===== src/rtl/tetris_line_clear.sv =====
// Row-elimination engine: scans the board bottom-up for full rows, shifts
// everything above a full row down by one, and whitens the top row.
// Holds the SRAM port while busy; all outputs except the shift write data
// are registered.
module tetris_line_clear #(
  parameter int COLS = 21,
  parameter int ROWS = 41,
  parameter int XW   = 5,
  parameter int YW   = 6,
  parameter int CW   = 4,
  parameter logic [CW-1:0] WHITE = 4'd7
) (
  input  logic          clk,
  input  logic          reset,
  input  logic          start,
  output logic          busy,
  output logic          done,
  output logic [2:0]    rows_cleared,
  output logic          sram_re,
  output logic          sram_we,
  output logic [XW-1:0] addr_x,
  output logic [YW-1:0] addr_y,
  output logic [CW-1:0] sram_wdata,
  input  logic [CW-1:0] sram_rdata
);

  localparam logic [XW-1:0] X_LAST = XW'(COLS - 1);
  localparam logic [YW-1:0] Y_LAST = YW'(ROWS - 1);
  localparam logic [XW-1:0] X_ONE  = XW'(1);
  localparam logic [YW-1:0] Y_ONE  = YW'(1);

  typedef enum logic [2:0] {
    S_IDLE, S_SCAN_RD, S_SCAN_CHK, S_SHIFT_RD, S_SHIFT_WR, S_CLEAR_TOP, S_DONE
  } state_t;

  state_t        state_r, state_s;
  logic [XW-1:0] x_r, x_s;
  logic [YW-1:0] y_r, y_s;
  logic [YW-1:0] r_r, r_s;
  logic [2:0]    cnt_r, cnt_s;

  logic          busy_s, done_s, re_s, we_s;
  logic [XW-1:0] ax_s;
  logic [YW-1:0] ay_s;
  logic [CW-1:0] wd_r, wd_s;
  logic [2:0]    rc_s;

  // Next-state and scan/shift counter update.
  always_comb begin
    state_s = state_r;
    x_s     = x_r;
    y_s     = y_r;
    r_s     = r_r;
    cnt_s   = cnt_r;
    case (state_r)
      S_IDLE: begin
        if (start) begin
          state_s = S_SCAN_RD;
          y_s     = Y_LAST;
          x_s     = '0;
          cnt_s   = 3'd0;
        end else begin
          state_s = S_IDLE;
        end
      end
      S_SCAN_RD: state_s = S_SCAN_CHK;
      S_SCAN_CHK: begin
        if (sram_rdata == WHITE) begin
          // Early exit: a white cell means this row cannot be full.
          if (y_r == '0) begin
            state_s = S_DONE;
          end else begin
            y_s     = y_r - Y_ONE;
            x_s     = '0;
            state_s = S_SCAN_RD;
          end
        end else if (x_r != X_LAST) begin
          x_s     = x_r + X_ONE;
          state_s = S_SCAN_RD;
        end else begin
          x_s = '0;
          r_s = y_r;
          if (y_r == '0) begin
            state_s = S_CLEAR_TOP;
          end else begin
            state_s = S_SHIFT_RD;
          end
        end
      end
      S_SHIFT_RD: state_s = S_SHIFT_WR;
      S_SHIFT_WR: begin
        if (x_r != X_LAST) begin
          x_s     = x_r + X_ONE;
          state_s = S_SHIFT_RD;
        end else if (r_r > Y_ONE) begin
          r_s     = r_r - Y_ONE;
          x_s     = '0;
          state_s = S_SHIFT_RD;
        end else begin
          x_s     = '0;
          state_s = S_CLEAR_TOP;
        end
      end
      S_CLEAR_TOP: begin
        if (x_r != X_LAST) begin
          x_s = x_r + X_ONE;
        end else begin
          // Rescan the same y: the row that just dropped in may be full too.
          cnt_s   = (cnt_r == 3'd7) ? cnt_r : cnt_r + 3'd1;
          x_s     = '0;
          state_s = S_SCAN_RD;
        end
      end
      S_DONE:  state_s = S_IDLE;
      default: state_s = S_IDLE;
    endcase
  end

  // Output values decoded from the state being entered, so they register
  // in step with the state.
  always_comb begin
    busy_s = 1'b1;
    done_s = 1'b0;
    re_s   = 1'b0;
    we_s   = 1'b0;
    ax_s   = addr_x;
    ay_s   = addr_y;
    wd_s   = wd_r;
    rc_s   = rows_cleared;
    case (state_s)
      S_IDLE: begin
        busy_s = 1'b0;
        ax_s   = '0;
        ay_s   = '0;
        wd_s   = '0;
      end
      S_SCAN_RD: begin
        re_s = 1'b1;
        ax_s = x_s;
        ay_s = y_s;
      end
      S_SCAN_CHK: busy_s = 1'b1;
      S_SHIFT_RD: begin
        re_s = 1'b1;
        ax_s = x_s;
        ay_s = r_s - Y_ONE;
      end
      S_SHIFT_WR: begin
        we_s = 1'b1;
        ax_s = x_s;
        ay_s = r_s;
      end
      S_CLEAR_TOP: begin
        we_s = 1'b1;
        ax_s = x_s;
        ay_s = '0;
        wd_s = WHITE;
      end
      S_DONE: begin
        done_s = 1'b1;
        rc_s   = cnt_s;
      end
      default: busy_s = 1'b0;
    endcase
  end

  // State, counters and registered outputs.
  always_ff @(posedge clk or negedge reset) begin
    if (!reset) begin
      state_r      <= S_IDLE;
      x_r          <= '0;
      y_r          <= '0;
      r_r          <= '0;
      cnt_r        <= 3'd0;
      busy         <= 1'b0;
      done         <= 1'b0;
      sram_re      <= 1'b0;
      sram_we      <= 1'b0;
      addr_x       <= '0;
      addr_y       <= '0;
      wd_r         <= '0;
      rows_cleared <= 3'd0;
    end else begin
      state_r      <= state_s;
      x_r          <= x_s;
      y_r          <= y_s;
      r_r          <= r_s;
      cnt_r        <= cnt_s;
      busy         <= busy_s;
      done         <= done_s;
      sram_re      <= re_s;
      sram_we      <= we_s;
      addr_x       <= ax_s;
      addr_y       <= ay_s;
      wd_r         <= wd_s;
      rows_cleared <= rc_s;
    end
  end

  // A shift write forwards the cell read one cycle earlier straight through.
  assign sram_wdata = (state_r == S_SHIFT_WR) ? sram_rdata : wd_r;

endmodule


===== config.mk =====
export PLATFORM = sky130hd
export DESIGN_NAME = tetris_line_clear
export DESIGN_NICKNAME = d
export VERILOG_FILES = /design/src/rtl/tetris_line_clear.sv
export SDC_FILE = /design/constraint.sdc
export NUM_CORES = 1
export LEC_CHECK = 0
export ABC_CLOCK_PERIOD_IN_PS = 6500
export BUFFER_PORTS_ARGS = -buffer_cell sky130_fd_sc_hd__buf_2
export CORE_ASPECT_RATIO = 1.25
export CORE_MARGIN = 8
export CORE_UTILIZATION = 35
export CTS_CLUSTER_DIAMETER = 40
export DETAILED_ROUTE_END_ITERATION = 12
export GPL_ROUTABILITY_DRIVEN = 0
export HOLD_SLACK_MARGIN = 0.1
export SYNTH_ARGS = -nofsm -noshare
export SYNTH_HDL_FRONTEND = slang
export SYNTH_SLANG_ARGS = --single-unit

===== constraint.sdc =====
create_clock -name clk -period 6.5 [get_ports clk]
set_input_delay 0.65 -clock clk [delete_from_list [all_inputs] [get_ports clk]]
set_output_delay 0.65 -clock clk [all_outputs]
set_load 0.01 [all_outputs]

==> run metrics <==
nets@finish 304; pin count of the biggest net entering global routing 43; part of the Yosys area used for sequential elements 41.2%; share of layout cells above drive strength 1 24.1%; Total Wirelength 6.50 mm; # placed instances 375; ys async rst share 100%; Post-CTS Resized 0; clk sinks 42; Max Cap Violations 0; TritonRoute pass-1 iters 4; critical path class reg2reg; HPWL after DPL 4.95 mm; Final Max Slew Viols 0; synthesis-to-finish area growth 11.8%; Worst Hold Class reg2reg; final hold vios 0; post-synth top area cell dfrtp_1; vias per inst 5.59; crit start category flip-flop; period utilization 44.6%; Ys Warns 0; Clock Latency Late Sink 0.30 ns; Cell Pwr Density 170 mW/mm²; Post-CTS Setup Bufs 0; Die H 111 µm; # DRC 0; clock tree from TritonCTS built; top-area cell type share of the netlist area 41.2%; routed length per instance 17.0 µm; RSZ-0062 raised after global routing false; initial antenna violation count 0; register area 0.00105 mm²; CTS Hold Bufs 0; Synth Cell Area 0.00255 mm²; Synth area leaders dfrtp_1, nand2_1, o21ai_0; antenna-violating nets left 0; first-pass GRT wire length 10.7 mm; Arrival @ worst endpoint 3.09 ns; VDD IR max 0.0799 mV; Reg-to-Reg Start state_r[2]$_DFF_PN0_; Synth cell types 65; core footprint 0.00723 mm²; Die W 92.4 µm; highest clock rate 0.345 GHz; Via Count 2141; skew final 0.0115 ns; initial detailed-routing violation count 155; fin cells 383; vias in the first global route 2088; most frequent cell after synthesis dfrtp_1; top cells by count, synth dfrtp_1, nand2_1, o21ai_0; relative slew slack 36.9%; fin crit period 2.90 ns; setup TNS 0 ns; leakage 0.00123 µW; multi-input logic area 0.00138 mm²; num rows 35; Total GRT Usage 12.9%; H-tree lvl count 2; Avg Inst Size Synth 9.78 µm²; Congestion Overflow GR 0; Starting Density 35.3%; CP max FO 15; required time worst endpoint 6.69 ns; maximum root-to-sink buffer count 2; CP Capture Type flip-flop; Filler cells 717; EDFF count, synth 0; die area 0.0103 mm²; diodes inserted 0; PortBufs 28; final setup fails 0; Seq cells post-synth 42; crit path from state_r[2]$_DFF_PN0_; root buffer cell clkbuf_8; TritonCTS Buffers 5; Least-Margin Pin Slew 0.947 ns; Top Ports 29; Synth Flop Type dfrtp_1; syn nets 275; outcome finished clean; post-synthesis cell count 261; HP Start rows_cleared[2]$_DFFE_PN0P_; Reg clk slew, reported paths 0.09 ns
final timing paths:
kind | end | slack (ns) | cells past startpoint
setup / recovery | addr_y[4]$_DFFE_PN0P_ | 3.60 | 9
hold / removal | rows_cleared[2]$_DFFE_PN0P_ | 0.47 | 2
setup reg to reg | addr_y[4]$_DFFE_PN0P_ | 3.60 | 9
hold reg to reg | rows_cleared[2]$_DFFE_PN0P_ | 0.47 | 2
max in group asynchronous | y_r[4]$_DFF_PN0_ | 5.41 | 1
min in group asynchronous | addr_y[4]$_DFFE_PN0P_ | 0.50 | 1
flip-flops by register name, summed over array words and instances (netlist names):
| register | count |
|---|---|
| r_r | 6 |
| addr_x | 5 |
| state_r | 3 |
| addr_y | 6 |
| cnt_r | 3 |
| y_r | 6 |
| rows_cleared | 3 |
| busy | 1 |
| wd_r | 1 |
| sram_re | 1 |
| sram_we | 1 |
| x_r | 5 |
| done | 1 |
cells in the final DEF, fill, tap and decap left out, types with 5 or more instances in the layout:
master,count
nor2_1,17
a22o_1,6
buf_2,28
o21ai_0,22
dfrtp_1,42
nand2_1,30
clkbuf_8,5
nor3_1,8
nand2b_1,5
ha_1,7
o31ai_1,6
nand3_1,12
inv_1,14
stage by stage:
| stage | setup WS, ns | utilization (%) | power (µW) | area [µm²] | hold slack (ns) |
|---|---|---|---|---|---|
| 2_1_floorplan | 4.01 | - | 275 | 2550 | 0.354 |
| 3_3_place_gp | 3.70 | 38.0 | 285 | 2750 | 0.458 |
| 3_5_place_dp | 3.63 | 38.0 | 285 | 2750 | 0.465 |
| 4_1_cts | 3.62 | 39.5 | 492 | 2850 | 0.482 |
| 5_1_grt | 3.35 | 39.5 | 502 | 2850 | 0.487 |
| 6_report | 3.60 | 39.5 | 485 | 2850 | 0.474 |
critical path: stages (launching register included):
cell and delay (ns):
dfrtp_1 0.67, nor3b_4 0.52, o311ai_2 0.25, and2_4 0.22, a221oi_2 0.32, ha_1 0.23
and4_2 0.22, o21ai_0 0.07, a22oi_1 0.20, a21oi_1 0.09
routing by layer:
layer	global-route usage, %	up-vias	wire, µm
li1	-	1024	-
met1	15.1	1033	2690
met2	22.3	68	3310
met3	2.42	16	351
met4	5.06	0	146
met5	0	-	0
area by class of cell:
class | count | area share, %
Tap cell | 92 | 4.04
Clock inverter | 1 | 1.05
Inverter | 15 | 2.02
Timing Repair Buffer | 29 | 5.18
Multi-Input combinational cell | 197 | 48.2
Sequential cell | 42 | 36.8
Clock buffer | 7 | 2.68
power breakdown:
part,switching (µW),total (µW),internal (µW)
sequential,1.09,263,262
combinational,11.1,16.4,5.30
clock,90.4,205,115
total,103,485,382
cells by family after synthesis:
logic type      Yosys count  share of synthesized area [%]
simple gates            115                           27.2
mux                       1                          0.441
xor+xnor                  4                           1.37
buf+inv                  22                           4.95
flops                    42                           41.2
compound gates           70                           21.4
fa+ha+maj                 7                           3.43
Power figures use the tool's default switching activity.
